--- src/rtl/t_param_mask_rr_arb.sv ---
// Round-robin arbiter over N requesters with a parameter enable mask,
// bounded grant hold time and a mandatory idle cycle after every release.
module t_param_mask_rr_arb #(
    parameter int             N        = 4,
    parameter logic [N-1:0]   EN_MASK  = 4'b1111,
    parameter int             HOLD_MAX = 8,
    localparam int            IW       = (N == 1) ? 1 : $clog2(N)
) (
    input  logic          clk,
    input  logic          rst,
    input  logic [N-1:0]  req,
    input  logic [N-1:0]  done,
    output logic [N-1:0]  gnt,
    output logic          gnt_valid,
    output logic [IW-1:0] gnt_id,
    output logic          timeout,
    output logic [15:0]   grant_cnt
);

    localparam int HW = (HOLD_MAX > 1) ? $clog2(HOLD_MAX) : 1;

    typedef enum logic {S_IDLE, S_GRANT} state_t;

    state_t          state_q, state_d;
    logic [IW-1:0]   ptr_q, ptr_d;
    logic [HW-1:0]   hcnt_q, hcnt_d;
    logic [N-1:0]    gnt_q, gnt_d;
    logic [IW-1:0]   gnt_id_q, gnt_id_d;
    logic            gnt_valid_q, gnt_valid_d;
    logic            timeout_q, timeout_d;
    logic [15:0]     grant_cnt_q, grant_cnt_d;

    logic [N-1:0]    eff;
    logic            any_found, hi_found;
    logic [IW-1:0]   lo_idx, hi_idx, winner;
    logic            owner_done, owner_req, hold_hit;

    for (genvar g = 0; g < N; g++) begin : g_eff
        assign eff[g] = req[g] & EN_MASK[g];
    end

    // Descending scan leaves the lowest matching index in each candidate.
    always_comb begin
        any_found = 1'b0;
        lo_idx    = '0;
        hi_found  = 1'b0;
        hi_idx    = '0;
        for (int i = N - 1; i >= 0; i--) begin
            if (eff[i]) begin
                any_found = 1'b1;
                lo_idx    = IW'(i);
                if (IW'(i) >= ptr_q) begin
                    hi_found = 1'b1;
                    hi_idx   = IW'(i);
                end
            end
        end
    end

    always_comb begin
        state_d     = state_q;
        ptr_d       = ptr_q;
        hcnt_d      = hcnt_q;
        gnt_d       = gnt_q;
        gnt_id_d    = gnt_id_q;
        gnt_valid_d = gnt_valid_q;
        timeout_d   = 1'b0;
        grant_cnt_d = grant_cnt_q;
        winner      = hi_found ? hi_idx : lo_idx;
        owner_done  = |(done & gnt_q);
        owner_req   = |(req & gnt_q);
        hold_hit    = (hcnt_q == HW'(HOLD_MAX - 1));
        unique case (state_q)
            S_IDLE: begin
                if (any_found) begin
                    state_d     = S_GRANT;
                    gnt_d       = N'(1) << winner;
                    gnt_id_d    = winner;
                    gnt_valid_d = 1'b1;
                    hcnt_d      = '0;
                    if (grant_cnt_q != 16'hFFFF) begin
                        grant_cnt_d = grant_cnt_q + 16'd1;
                    end
                end
            end
            S_GRANT: begin
                hcnt_d = hcnt_q + HW'(1);
                if (owner_done || !owner_req || hold_hit) begin
                    state_d     = S_IDLE;
                    gnt_d       = '0;
                    gnt_id_d    = '0;
                    gnt_valid_d = 1'b0;
                    ptr_d       = (gnt_id_q == IW'(N - 1)) ? '0 : gnt_id_q + IW'(1);
                    // Forced release flagged only when the owner still wanted the resource.
                    timeout_d   = hold_hit && !owner_done && owner_req;
                end
            end
            default: state_d = S_IDLE;
        endcase
    end

    always_ff @(posedge clk or posedge rst) begin
        if (rst) begin
            state_q     <= S_IDLE;
            ptr_q       <= '0;
            hcnt_q      <= '0;
            gnt_q       <= '0;
            gnt_id_q    <= '0;
            gnt_valid_q <= 1'b0;
            timeout_q   <= 1'b0;
            grant_cnt_q <= '0;
        end else begin
            state_q     <= state_d;
            ptr_q       <= ptr_d;
            hcnt_q      <= hcnt_d;
            gnt_q       <= gnt_d;
            gnt_id_q    <= gnt_id_d;
            gnt_valid_q <= gnt_valid_d;
            timeout_q   <= timeout_d;
            grant_cnt_q <= grant_cnt_d;
        end
    end

    assign gnt       = gnt_q;
    assign gnt_id    = gnt_id_q;
    assign gnt_valid = gnt_valid_q;
    assign timeout   = timeout_q;
    assign grant_cnt = grant_cnt_q;

endmodule
--- config.mk ---
export PLATFORM = sky130hd
export DESIGN_NAME = t_param_mask_rr_arb
export DESIGN_NICKNAME = d
export VERILOG_FILES = /design/src/rtl/t_param_mask_rr_arb.sv
export SDC_FILE = /design/constraint.sdc
export NUM_CORES = 1
export LEC_CHECK = 0
export ABC_AREA = 0
export BUFFER_PORTS_ARGS = -buffer_cell sky130_fd_sc_hd__buf_2
export CAP_MARGIN = 20
export CELL_PAD_IN_SITES_DETAIL_PLACEMENT = 2
export CELL_PAD_IN_SITES_GLOBAL_PLACEMENT = 2
export CORE_MARGIN = 4
export CORE_UTILIZATION = 39
export CTS_BUF_LIST = sky130_fd_sc_hd__clkbuf_4
export DETAILED_ROUTE_END_ITERATION = 12
export PLACE_DENSITY = 0.86
export SYNTH_ARGS = -nofsm -noshare
export SYNTH_HDL_FRONTEND = slang
export SYNTH_SLANG_ARGS = --single-unit
--- constraint.sdc ---
create_clock -name clk -period 2.89 [get_ports clk]
set_input_delay 0.1445 -clock clk [delete_from_list [all_inputs] [get_ports clk]]
set_output_delay 0.1445 -clock clk [all_outputs]
set_load 0.1 [all_outputs]
# Word level (Yosys, flattened, before mapping)
# Cells that the tools add are included.
[word_totals]
ff_bits = 30
output_inout_bits = 24
inputBits = 10
elab_cells = 77
[op_classes]
shifts = 1
muxes = 42
addsub = 3
n_eq_ne = 5
reduce_logical = 11
n_bitwise = 3
n_lt_le_gt_ge = 4
[ops]
columns = ["cell", "count"]
rows = [
  ["$mux 2", 16],
  ["$mux 1", 18],
  ["$add 16x1->16 const B", 1],
  ["$ne 16x16->1 const B", 1],
  ["$and 4x4->4", 2],
  ["$mux 4", 2],
  ["$pmux 4 s2", 1],
  ["$reduce_or 4->1", 2],
  ["$pmux 3 s2", 1],
  ["$ge 1x2->1 const A", 2],
  ["$ge 2x2->1 const A", 2],
  ["$pmux 1 s2", 2],
  ["$pmux 2 s2", 1],
  ["$reduce_and 2->1", 2],
  ["$shl 1x2->4 const A", 1],
  ["$add 3x1->3 const B", 1],
  ["$eq 3x3->1 const B", 1],
  ["$mux 3", 1],
  ["$reduce_and 3->1", 1],
  ["$add 2x1->2 const B", 1],
  ["$eq 2x2->1 const B", 1],
  ["$logic_and 1x1->1", 2],
  ["$logic_not 1->1", 2],
  ["$logic_or 1x1->1", 2],
  ["3 further kinds", 3],
]

# Longest topological paths before layout
# Gate-level depths: netlist (run 1).
[depth]
word_depth = 13
mapped_depth = 5
depth_no_buf = 5

# Worst setup path after synthesis (run 1)
# OpenSTA, ideal clock, no wires.
[synth_path]
kind = "register to register"
startpoint = "reg grant_cnt_q[10], in the netlist grant_cnt[10]"
endpoint = "reg grant_cnt_q[1], in the netlist grant_cnt[1]"
period_less_slack_ns = 2.208
n_path_buf = 0
t_required_ns = 2.763
slack_ns = 0.682
path_stages_with_launch = 5
arrival_ns = 2.081
setup_ns = 0.127
path_cell_list = "dfrtp_1 and4_2 nand4_4 o21a_1 mux2_4"
[synth_via]
elab_chain_len = 2
[synth_lines]
columns = ["item", "line_no", "rtl"]
rows = [
  ["start: declaration", "31", "logic [15:0] grant_cnt_q, grant_cnt_d;"],
  ["start signal: assignment", "120", "grant_cnt_q <= grant_cnt_d;"],
  ["$ne 16x16->1", "81", "if (grant_cnt_q != 16'hFFFF) begin"],
  ["$reduce_and 3->1 (no source line)", "--", ""],
]
# No other way between the ends.
# A chain may end at the register's enable or synchronous reset.

# Worst setup path in the final report (run 1)
[layout_path]
startpoint = "reg gnt_q[0], in the netlist gnt[0]"
endpoint = "reg ptr_q[1]"
[layout_via]
elab_chain_len = 6
word_cells_on_any_way = 8
cone_classes = "bitwise (2); reduce/logical (6)"
[layout_lines]
columns = ["item", "line_no", "rtl"]
rows = [
  ["start: declaration", "27", "logic [N-1:0] gnt_q, gnt_d;"],
  ["start signal: assignment", "116", "gnt_q <= gnt_d;"],
  ["$and 4x4->4", "71", "owner_req = |(req & gnt_q);"],
  ["$reduce_or 4->1", "71", ""],
  ["$logic_not 1->1", "88", "if (owner_done || !owner_req || hold_hit) begin"],
  ["$logic_or 1x1->1 * (2 in a row)", "88", ""],
  ["$reduce_and 2->1 (no source line) *", "--", ""],
  ["end signal: assignment", "114", "ptr_q <= ptr_d;"],
  ["end: declaration", "25", "logic [IW-1:0] ptr_q, ptr_d;"],
]
# Mark *: on every way between the ends. The rest lies on a longest branch, timed or not.

==> results of run 1 <==
[logic make-up after synthesis]
logic type | after synthesis | synth area share
AOI/OAI and AO/OA | 35 | 0.169
xor gates and xnor gates | 12 | 0.0684
adders and majority gates | 4 | 0.0326
buffers and inverters | 7 | 0.0228
DFF | 30 | 0.489
muxes | 4 | 0.0318
and+or+nand+nor | 41 | 0.186
[per-layer routing]
layer | vias to the layer above | part of all wire | routed length [um]
met5 | - | 0 | 0
met4 | 0 | 0.014 | 59
met3 | 4 | 0.039 | 168
met2 | 22 | 0.49 | 2090
met1 | 636 | 0.46 | 1980
li1 | 579 | - | -
[worst max-delay path, stage by stage (launching register included)]
cell      delay, ps
dfrtp_1         420
a22o_1          240
o211ai_1        310
o21a_2          270
mux2_1          340
[cell type report]
type                    instances  area [sq um]
fillers                       392          1910
flip-flops and latches         30           751
multi-input cells              96           751
repair buffers                 35           203
well taps                      48          60.1
clock buffers                   6          45.0
inverters                       4          15.0
clock inverters                 2          8.76
[registers in the layout, indices dropped and copies added, names as in the netlist]
| register | count |
|---|---|
| gnt | 4 |
| gnt_id | 2 |
| gnt_valid | 1 |
| grant_cnt | 16 |
| hcnt_q | 3 |
| ptr_q | 2 |
| state_q | 1 |
| timeout | 1 |
[cells in the mapped netlist, types with 2 or more instances]
library cell and instances:
dfrtp_1 30, xnor2_1 11, nand2_1 7, nor2_1 6, a21oi_1 5, and2_1 5
a22o_1 4, ha_1 4, inv_1 4, nand3_1 4, nand4_1 3, o2111ai_1 3
o211ai_1 3, o21a_1 3, a22oi_1 2, a31oi_1 2, a32o_1 2, and3_1 2
mux2_1 2, nand2b_1 2, o21ai_0 2, o22ai_1 2, o32ai_1 2
[where the power goes]
part           leakage, nW  total (W)  internal, W  switching, W
clock network       0.0331   0.000249     0.000101      0.000149
registers            0.386   0.000720     0.000554      0.000166
logic                0.448    0.00130     0.000312      0.000985
total                0.868    0.00227     0.000966       0.00130
[cell usage in the layout (no fill, tap or decap), types with 5 or more instances in the layout]
cell / instances
xnor2_1: 11
nand2_1: 7
buf_2: 33
dfrtp_1: 30
clkbuf_4: 6
nor2_1: 6
a21oi_1: 5
and2_1: 5
[worst paths after layout]
check	startpoint	end	slack [ps]	depth (start not counted)
max in group asynchronous	rst	grant_cnt[4]$_DFFE_PP0P_	1920	4
max	gnt[0]$_DFFE_PP0P_	ptr_q[1]$_DFFE_PP0P_	1200	4
min reg2reg	grant_cnt[13]$_DFFE_PP0P_	grant_cnt[13]$_DFFE_PP0P_	500	1
min	done[3]	timeout$_DFF_PP0_	230	4
min in group asynchronous	rst	gnt_id[0]$_DFFE_PP0P_	450	3
max reg2reg	gnt[0]$_DFFE_PP0P_	ptr_q[1]$_DFFE_PP0P_	1200	4
[metrics by stage]
stage | power, W | utilization | setup WS, ps | std cells
floorplan | 0.00177 | - | 682 | 133
global placement | 0.00196 | 0.465 | 1310 | 211
detailed placement | 0.00203 | 0.473 | 1230 | 212
CTS | 0.00229 | 0.490 | 1200 | 221
global route | 0.00240 | 0.490 | 1050 | 221
finish | 0.00227 | 0.490 | 1200 | 221
[timing repair]
action	in CTS	in global routing
resized for setup	0	0
hold buffers	1	0
setup buffers	0	0
endpoints found under the hold margin	14	0
==> reports/metrics.yaml, run 1 <==
outcome:
  status: "complete, no violations"
setup_path:
  critPathLaunchType: "flip-flop"
  required_ps: 3100
  cp-end-kind: "flip-flop"
  cp_max_fo: 6
  arrival_ps: 1910
  criticalPathCategory: "reg -> reg"
routing:
  drt-wirelength-per-cell_um: 19.4
  drc: 0
  ant_nets: 0
  vias: 1241
  dr.first_iter.drc_count: 34
  first_pass_iters: 4
  wl_mm: 4.30
  vias_per_cell: 5.62
logic_synthesis:
  yosys_register_bits: 30
  synth_seq_area_share: 0.489
  yosys.area.top_type_share: 0.489
  synth_ff_type: "dfrtp_1"
  syn_nets: 147
  yosys.area.top_type: "dfrtp_1"
  async_flop_share: 1.00
  synth_area_sq_um: 1540
  ys_types: 46
  syn_avg_cell_area_sq_um: 11.6
  synth.area.top_cells: "dfrtp_1 49%, xnor2_1 6.3%, ha_1 3.3%"
  syn_inst: 133
  synth-edff-count: 0
  ys_warn_count: 0
die:
  fp.coreArea_sq_um: 3740
  die_h_um: 70.8
  fp-row-count: 22
  initial_utilization: 0.410
  die_width_um: 70.8
  dieArea_sq_um: 5010
  ios: 34
min_path:
  hold_class: "in -> reg"
global_route:
  grt.busiest_layer: "met2"
  grtUsageMet1: 0.233
  antenna_found_initial: 0
  grt_use_total: 0.188
  grt_max_degree: 17
  overflow: 0
  use_met3: 0.0497
  grt_pass1_wl_mm: 7.29
  grt_pass1_vias: 1346
  grtUsageMet2: 0.318
timing:
  rsz0062_at_grt: "false"
  maxSlewHeadroom: 0.547
  fin_tns_setup_ps: 0
  setup_violations: 0
  finalCritPeriodShare: 0.585
  max_freq_mhz: 591
  period_needed_ps: 1690
  skew_ps: 8.92
  hold_viol: 0
  final-max-slew-violation-count: 0
  tightest_slew_ps: 678
  fin_worst_hold_slack_ps: 230
pwr:
  power_density_nw_per_um2: 1240
  p_leak_nw: 0.868
  vdd.ir_drop.worst_uv: 629
layout:
  finalNetCount: 186
  antenna_cells: 0
  drive_above_1_share: 0.301
  final_area_sq_um: 1830
  area_delta_synth_final_pct: 19.3
clock_network:
  cts_tree: "done"
  clock_latency_ps: 330
  path_clk_slew_ps: 90
  cts_buffers: 5
  clock_path_buffers: 2
  clock_sinks: 30
  htree_levels: 2
  cts_root_buf: "clkbuf_4"
placement:
  placedInstanceArea_sq_um: 1770
  dpl.hpwl_mm: 3.25
  gp_congestion: 0.830
  io_buffers: 33
flow_run:
  maxCapViolCount: 0
Power figures use the tool's default switching activity.
==> run 2: changes to the inputs <==
CORE_UTILIZATION = 36   (was 39)
PLACE_DENSITY = 0.8   (was 0.86)
clock period = 1.7 ns   (was 2.89 ns; I/O delays follow)
==> run 2 against run 1 <==
Register-to-register slack got worse by 1100 ps; via count rose by 1.3%; first-iteration DRC count rose by 2.9%; critical endpoint is now ptr_q[0]$_DFFE_PP0P_; setup slack got worse by 1100 ps; sequential share of layout area rose by 0.99 points; highest routed layer unchanged; largest power group unchanged; clock power rose by 59%; largest cell class unchanged.
==> reports/metrics.yaml, run 2 (synthesis gave the netlist of run 1 again) <==
clock_network:
  cts_root_buf: "clkbuf_4"  # unchanged
  cts_tree: "done"  # unchanged
  path_clk_slew_ps: 100  # was 90 ps
  clock_sinks: 30  # unchanged
  cts_buffers: 5  # unchanged
  clock_latency_ps: 320  # was 330 ps
  clock_path_buffers: 2  # unchanged
  htree_levels: 2  # unchanged
layout:
  fin_cells: 229  # was 221
  fin_util: 0.475  # was 0.490
  area_delta_synth_final_pct: 25.4  # was 19.3%
  largest_reg_flops: 16  # unchanged
  finalNetCount: 192  # was 186
  fillers: 429  # was 392
  mostFrequentLayoutCells: "33 x buf_2, 13 x dfrtp_4, 11 x xnor2_1"  # was 33 x buf_2, 30 x dfrtp_1, 11 x xnor2_1
  antenna_cells: 0  # unchanged
  final_area_sq_um: 1930  # was 1830 sq um
  final_common_cell: "buf_2"  # unchanged
  drive_above_1_share: 0.453  # was 0.301
global_route:
  grt_pass1_wl_mm: 7.19  # was 7.29 mm
  overflow: 0  # unchanged
  antenna_found_initial: 0  # unchanged
  grt_use_total: 0.175  # was 0.188
  grt_max_degree: 31  # was 17
  grt_pass1_vias: 1451  # was 1,346
die:
  die_width_um: 73.3  # was 70.8 um
  fp.coreArea_sq_um: 4060  # was 3740 sq um
  die_h_um: 73.3  # was 70.8 um
  fp-row-count: 23  # was 22
  dieArea_sq_um: 5380  # was 5010 sq um
  initial_utilization: 0.379  # was 0.410
  ios: 34  # unchanged
pwr:
  power_density_nw_per_um2: 2090  # was 1240 nW/um^2
  p_leak_nw: 0.868  # about the same
  vdd.ir_drop.worst_uv: 1310  # was 629 uV
setup_path:
  criticalPathCategory: "reg -> reg"  # unchanged
  cp-end-kind: "flip-flop"  # unchanged
  startpoint: "gnt[0]$_DFFE_PP0P_"  # unchanged
  reg2reg_depth: 4  # unchanged
  r2r_setup_slack_ps: 80  # was 1200 ps
  reg2reg_to: "ptr_q[0]$_DFFE_PP0P_"  # was ptr_q[1]$_DFFE_PP0P_
  critPathLaunchType: "flip-flop"  # unchanged
  cp-endpoint: "ptr_q[0]$_DFFE_PP0P_"  # was ptr_q[1]$_DFFE_PP0P_
  arrival_ps: 1830  # was 1910 ps
  required_ps: 1910  # was 3100 ps
  timing.rr.start: "gnt[0]$_DFFE_PP0P_"  # unchanged
  cp_max_fo: 4  # was 6
min_path:
  hold-path-cell-count: 5  # was 4
  hold_class: "in -> reg"  # unchanged
timing:
  fin_tns_setup_ps: 0  # unchanged
  setup_violations: 0  # unchanged
  timing.final.ws_setup_ps: 77.4  # was 1200 ps
  tightest_slew_ps: 489  # was 678 ps
  final-max-slew-violation-count: 0  # unchanged
  skew_ps: 18.0  # was 8.92 ps
  period_needed_ps: 1620  # was 1690 ps
  max_freq_mhz: 616  # was 591 MHz
  finalCritPeriodShare: 0.954  # was 0.585
  maxSlewHeadroom: 0.671  # was 0.547
  hold_viol: 0  # unchanged
  rsz0062_at_grt: "true"  # was false
placement:
  io_buffers: 33  # unchanged
  place_ws_ps: 16.4  # was 1230 ps
  dp.cells: 219  # was 212
  dpl.hpwl_mm: 3.28  # was 3.25 mm
  gp_congestion: 0.793  # was 0.830
  placedInstanceArea_sq_um: 1850  # was 1770 sq um
routing:
  vias_per_cell: 5.49  # was 5.62
  vias: 1257  # was 1,241
  drc: 0  # unchanged
  wl_mm: 4.17  # was 4.30 mm
  dr.first_iter.drc_count: 35  # was 34
  ant_nets: 0  # unchanged
  first_pass_iters: 2  # was 4
  drt-wirelength-per-cell_um: 18.2  # was 19.4 um
flow_run:
  maxCapViolCount: 0  # unchanged
outcome:
  status: "complete, no violations"  # unchanged
-- run 2: cell types whose count changed in the layout (fill, tap and decap cells not counted), moves of 2 or more --
cell	change
dfrtp_1	-20
dfrtp_4	+13
buf_4	+7
dfrtp_2	+7
mux2_1	-2
mux2_4	+2
-- run 2: report_power, final --
group          leakage (nW)  total (W)  switching [W]  internal (W)
combinational         0.479    0.00235        0.00171      0.000644
clock                0.0331   0.000396       0.000225      0.000171
sequential            0.356    0.00127       0.000267       0.00101
total                 0.868    0.00402        0.00220       0.00182
-- run 2: routing by layer --
metal  share of wire  GRT usage
met2            0.54      0.326
met3           0.036     0.0342
met5               0          0
met1            0.41      0.207
met4          0.0091     0.0362
-- run 2: worst min path at each step --
| stage | to | from | slack (ps) |
|---|---|---|---|
| global route | timeout$_DFF_PP0_ | done[2] | 290 |
| detailed placement | grant_cnt[7]$_DFFE_PP0P_ | rst | 180 |
| finish | timeout$_DFF_PP0_ | done[2] | 270 |
| global placement | hcnt_q[0]$_DFFE_PP0P_ | rst | 180 |
| floorplan | gnt[0]$_DFFE_PP0P_ | rst | 180 |
| CTS | timeout$_DFF_PP0_ | done[2] | 160 |
-- run 2: timing repair --
item,4_1_cts,5_1_grt
gates resized for setup,0,3
setup buffers,0,1
hold buffers,1,0
endpoints found under the setup margin,0,8
hold endpoints to repair,30,0
-- run 2: layout make-up --
class	count	area, sq um	share of cell area
clock buffers	6	45.0	0.0234
clock inverters	2	8.76	0.00455
inverters	4	15.0	0.00779
multi-input cells	96	759	0.394
flip-flops and latches	30	808	0.419
well taps	50	62.6	0.0325
repair buffers	41	228	0.118
-- run 2: worst max-delay path: stages (launching register included) --
cell and delay [ps]:
dfrtp_4 500, a22o_1 220, o211ai_1 280, o21a_2 220, mux2_4 310
-- run 2: per-stage QoR --
stage / total power [W] / hold slack [ps]
6_report: 0.00402 / 269
2_1_floorplan: 0.00310 / 176
4_1_cts: 0.00403 / 163
5_1_grt: 0.00429 / 292
3_5_place_dp: 0.00362 / 182
3_3_place_gp: 0.00351 / 176
==> run 3: changes to the inputs <==
CTS_BUF_LIST = sky130_fd_sc_hd__clkbuf_4 sky130_fd_sc_hd__clkbuf_8   (was sky130_fd_sc_hd__clkbuf_4)
HOLD_SLACK_MARGIN = 0.1   (was default)
==> run 3 against run 2 <==
Count of clock-buffer cells in the layout is 1 higher; global-route usage is 0.40 points higher; design area is 2.3% higher; critical path type unchanged.
==> reports/metrics.yaml, run 3 (synthesis gave the netlist of run 1 again) <==
pwr:
  p_int_w: 0.00200  # was 0.00182 W
  comb_power_share: 0.559  # was 0.585
  seq_power_share: 0.302  # was 0.317
  power_frac_clock: 0.139  # was 0.098
  switching_share: 0.528  # was 0.547
  vdd.ir_drop.worst_uv: 1440  # was 1310 uV
  power_density_nw_per_um2: 2150  # was 2090 nW/um^2
  switchingPower_w: 0.00224  # was 0.00220 W
  p_leak_nw: 0.885  # was 0.868 nW
min_path:
  hold-path-cell-count: 5  # unchanged
  hold_class: "in -> reg"  # unchanged
  whs_endpoint: "timeout$_DFF_PP0_"  # unchanged
  hp-start: "done[2]"  # unchanged
placement:
  placedInstanceArea_sq_um: 1850  # unchanged
  dp.cells: 219  # unchanged
  dpl.hpwl_mm: 3.28  # unchanged
  gp_congestion: 0.793  # unchanged
  io_buffers: 33  # unchanged
layout:
  area_delta_synth_final_pct: 28.3  # was 25.4%
  drive_above_1_share: 0.464  # was 0.453
  fillers: 420  # was 429
  antenna_cells: 0  # unchanged
  seq_area_sq_um: 808  # unchanged
  multi_input_area_sq_um: 762  # was 759 sq um
  mostFrequentLayoutCells: "33 x buf_2, 13 x dfrtp_4, 11 x xnor2_1"  # unchanged
  fin_cells: 229  # unchanged
  final_area_sq_um: 1970  # was 1930 sq um
  final_common_cell: "buf_2"  # unchanged
  largest_reg_flops: 16  # unchanged
  finalNetCount: 192  # unchanged
global_route:
  overflow: 0  # unchanged
  grt_pass1_vias: 1491  # was 1,451
  antenna_found_initial: 0  # unchanged
  grt_use_total: 0.179  # was 0.175
  grt_pass1_wl_mm: 7.39  # was 7.19 mm
  grt_max_degree: 31  # unchanged
setup_path:
  critPathLaunchType: "flip-flop"  # unchanged
  path_cells: "a22o_1 > o211ai_1 > o21a_2 > mux2_4"  # unchanged
  critPathBufInv: 0  # unchanged
  required_ps: 1860  # was 1910 ps
  crit_family: "compound AO/OA/AOI/OAI gates"  # unchanged
  max_stage_delay_ps: 490  # was 500 ps
  criticalPathCategory: "reg -> reg"  # unchanged
  arrival_ps: 1810  # was 1830 ps
  cp-end-kind: "flip-flop"  # unchanged
  reg2reg_to: "ptr_q[0]$_DFFE_PP0P_"  # unchanged
  r2r_setup_slack_ps: 50  # was 80 ps
  timing.rr.start: "gnt[0]$_DFFE_PP0P_"  # unchanged
  reg2reg_depth: 4  # unchanged
  critPathSlowestCell: "dfrtp_4"  # unchanged
  cp_max_fo: 4  # unchanged
routing:
  vias_per_cell: 5.51  # was 5.49
  vias: 1262  # was 1,257
  first_pass_iters: 4  # was 2
  drc: 0  # unchanged
  drt-wirelength-per-cell_um: 19.0  # was 18.2 um
  dr.first_iter.drc_count: 50  # was 35
  ant_nets: 0  # unchanged
  wl_mm: 4.34  # was 4.17 mm
clock_network:
  clock_latency_ps: 270  # was 320 ps
  cts_tree: "done"  # unchanged
  clock_sinks: 30  # unchanged
  cts_root_buf: "clkbuf_8"  # was clkbuf_4
  clock_path_buffers: 2  # unchanged
  path_clk_slew_ps: 70  # was 100 ps
  htree_levels: 2  # unchanged
  cts_buffers: 5  # unchanged
die:
  fp-row-count: 23  # unchanged
  fp.coreArea_sq_um: 4060  # unchanged
  dieArea_sq_um: 5380  # unchanged
  die_h_um: 73.3  # unchanged
  initial_utilization: 0.379  # unchanged
  die_width_um: 73.3  # unchanged
  ios: 34  # unchanged
timing:
  max_freq_mhz: 606  # was 616 MHz
  finalCritPeriodShare: 0.971  # was 0.954
  final-max-slew-violation-count: 0  # unchanged
  period_needed_ps: 1650  # was 1620 ps
  skew_ps: 10.6  # was 18.0 ps
  tightest_slew_ps: 496  # was 489 ps
  setup_violations: 0  # unchanged
  maxSlewHeadroom: 0.667  # was 0.671
  rsz0062_at_grt: "true"  # unchanged
  hold_viol: 0  # unchanged
outcome:
  status: "complete, no violations"  # unchanged
flow_run:
  maxCapViolCount: 0  # unchanged
==> run 3: cell types whose count changed in the layout (fill, tap and decap cells not counted) <==
cell and change:
clkinv_1 -1, clkbuf_4 -5, ha_1 -1, ha_2 +1
clkbuf_8 +6
==> run 3: per-layer routing <==
metal,GRT usage,up-vias,wire [um]
li1,-,586,-
met1,0.211,653,1850
met2,0.336,21,2350
met3,0.0260,2,118
met4,0.0483,0,22
met5,0,-,0
==> run 3: cell type report <==
class,instances,area share
Tap cell,50,0.0317
Inverter,4,0.00762
Timing Repair Buffer,41,0.116
Clock buffer,7,0.0457
Sequential cell,30,0.410
Clock inverter,1,0.00254
Multi-Input combinational cell,96,0.387
==> run 3: repair_timing <==
action,in CTS,in global routing
endpoints found under the setup margin,0,8
resized for setup,0,4
endpoints found under the hold margin,30,0
setup buffers,0,1
hold buffers,1,0
==> run 3: worst reg2reg max path: stages (launching register included) <==
cell      delay (ps)
dfrtp_4          490
a22o_1           220
o211ai_1         310
o21a_2           220
mux2_4           310
==> run 3: power groups by stage <==
stage          Combinational, W  Clock [W]  Sequential, W
2_1_floorplan          0.000774          0        0.00233
3_3_place_gp            0.00225          0        0.00126
3_5_place_dp            0.00232          0        0.00129
4_1_cts                 0.00234   0.000608        0.00128
5_1_grt                 0.00251   0.000659        0.00133
6_report                0.00237   0.000589        0.00128
==> run 3: stage by stage <==
step | setup TNS, ps | total power, W | worst slack (ps) | hold WS, ps | util
3_3_place_gp | 0 | 0.00351 | 84.8 | 176 | 0.456
2_1_floorplan | -105 | 0.00310 | -44.2 | 176 | -
6_report | 0 | 0.00424 | 49.5 | 338 | 0.486
3_5_place_dp | 0 | 0.00362 | 16.4 | 182 | 0.456
5_1_grt | -105 | 0.00450 | -40.6 | 375 | 0.486
4_1_cts | 0 | 0.00423 | 7.82 | 216 | 0.482
==> run 3: worst max path at each step <==
| stage | slack (ps) | from | end | cells after the start |
|---|---|---|---|---|
| 5_1_grt | -40 | gnt[0]$_DFFE_PP0P_ | ptr_q[0]$_DFFE_PP0P_ | 4 |
| 3_5_place_dp | 20 | gnt[3]$_DFFE_PP0P_ | gnt[2]$_DFFE_PP0P_ | 4 |
| 4_1_cts | 8 | gnt[3]$_DFFE_PP0P_ | gnt[2]$_DFFE_PP0P_ | 4 |
| 2_1_floorplan | -40 | grant_cnt[10]$_DFFE_PP0P_ | grant_cnt[1]$_DFFE_PP0P_ | 4 |
| 6_report | 50 | gnt[0]$_DFFE_PP0P_ | ptr_q[0]$_DFFE_PP0P_ | 4 |
| 3_3_place_gp | 80 | gnt[3]$_DFFE_PP0P_ | gnt[2]$_DFFE_PP0P_ | 4 |
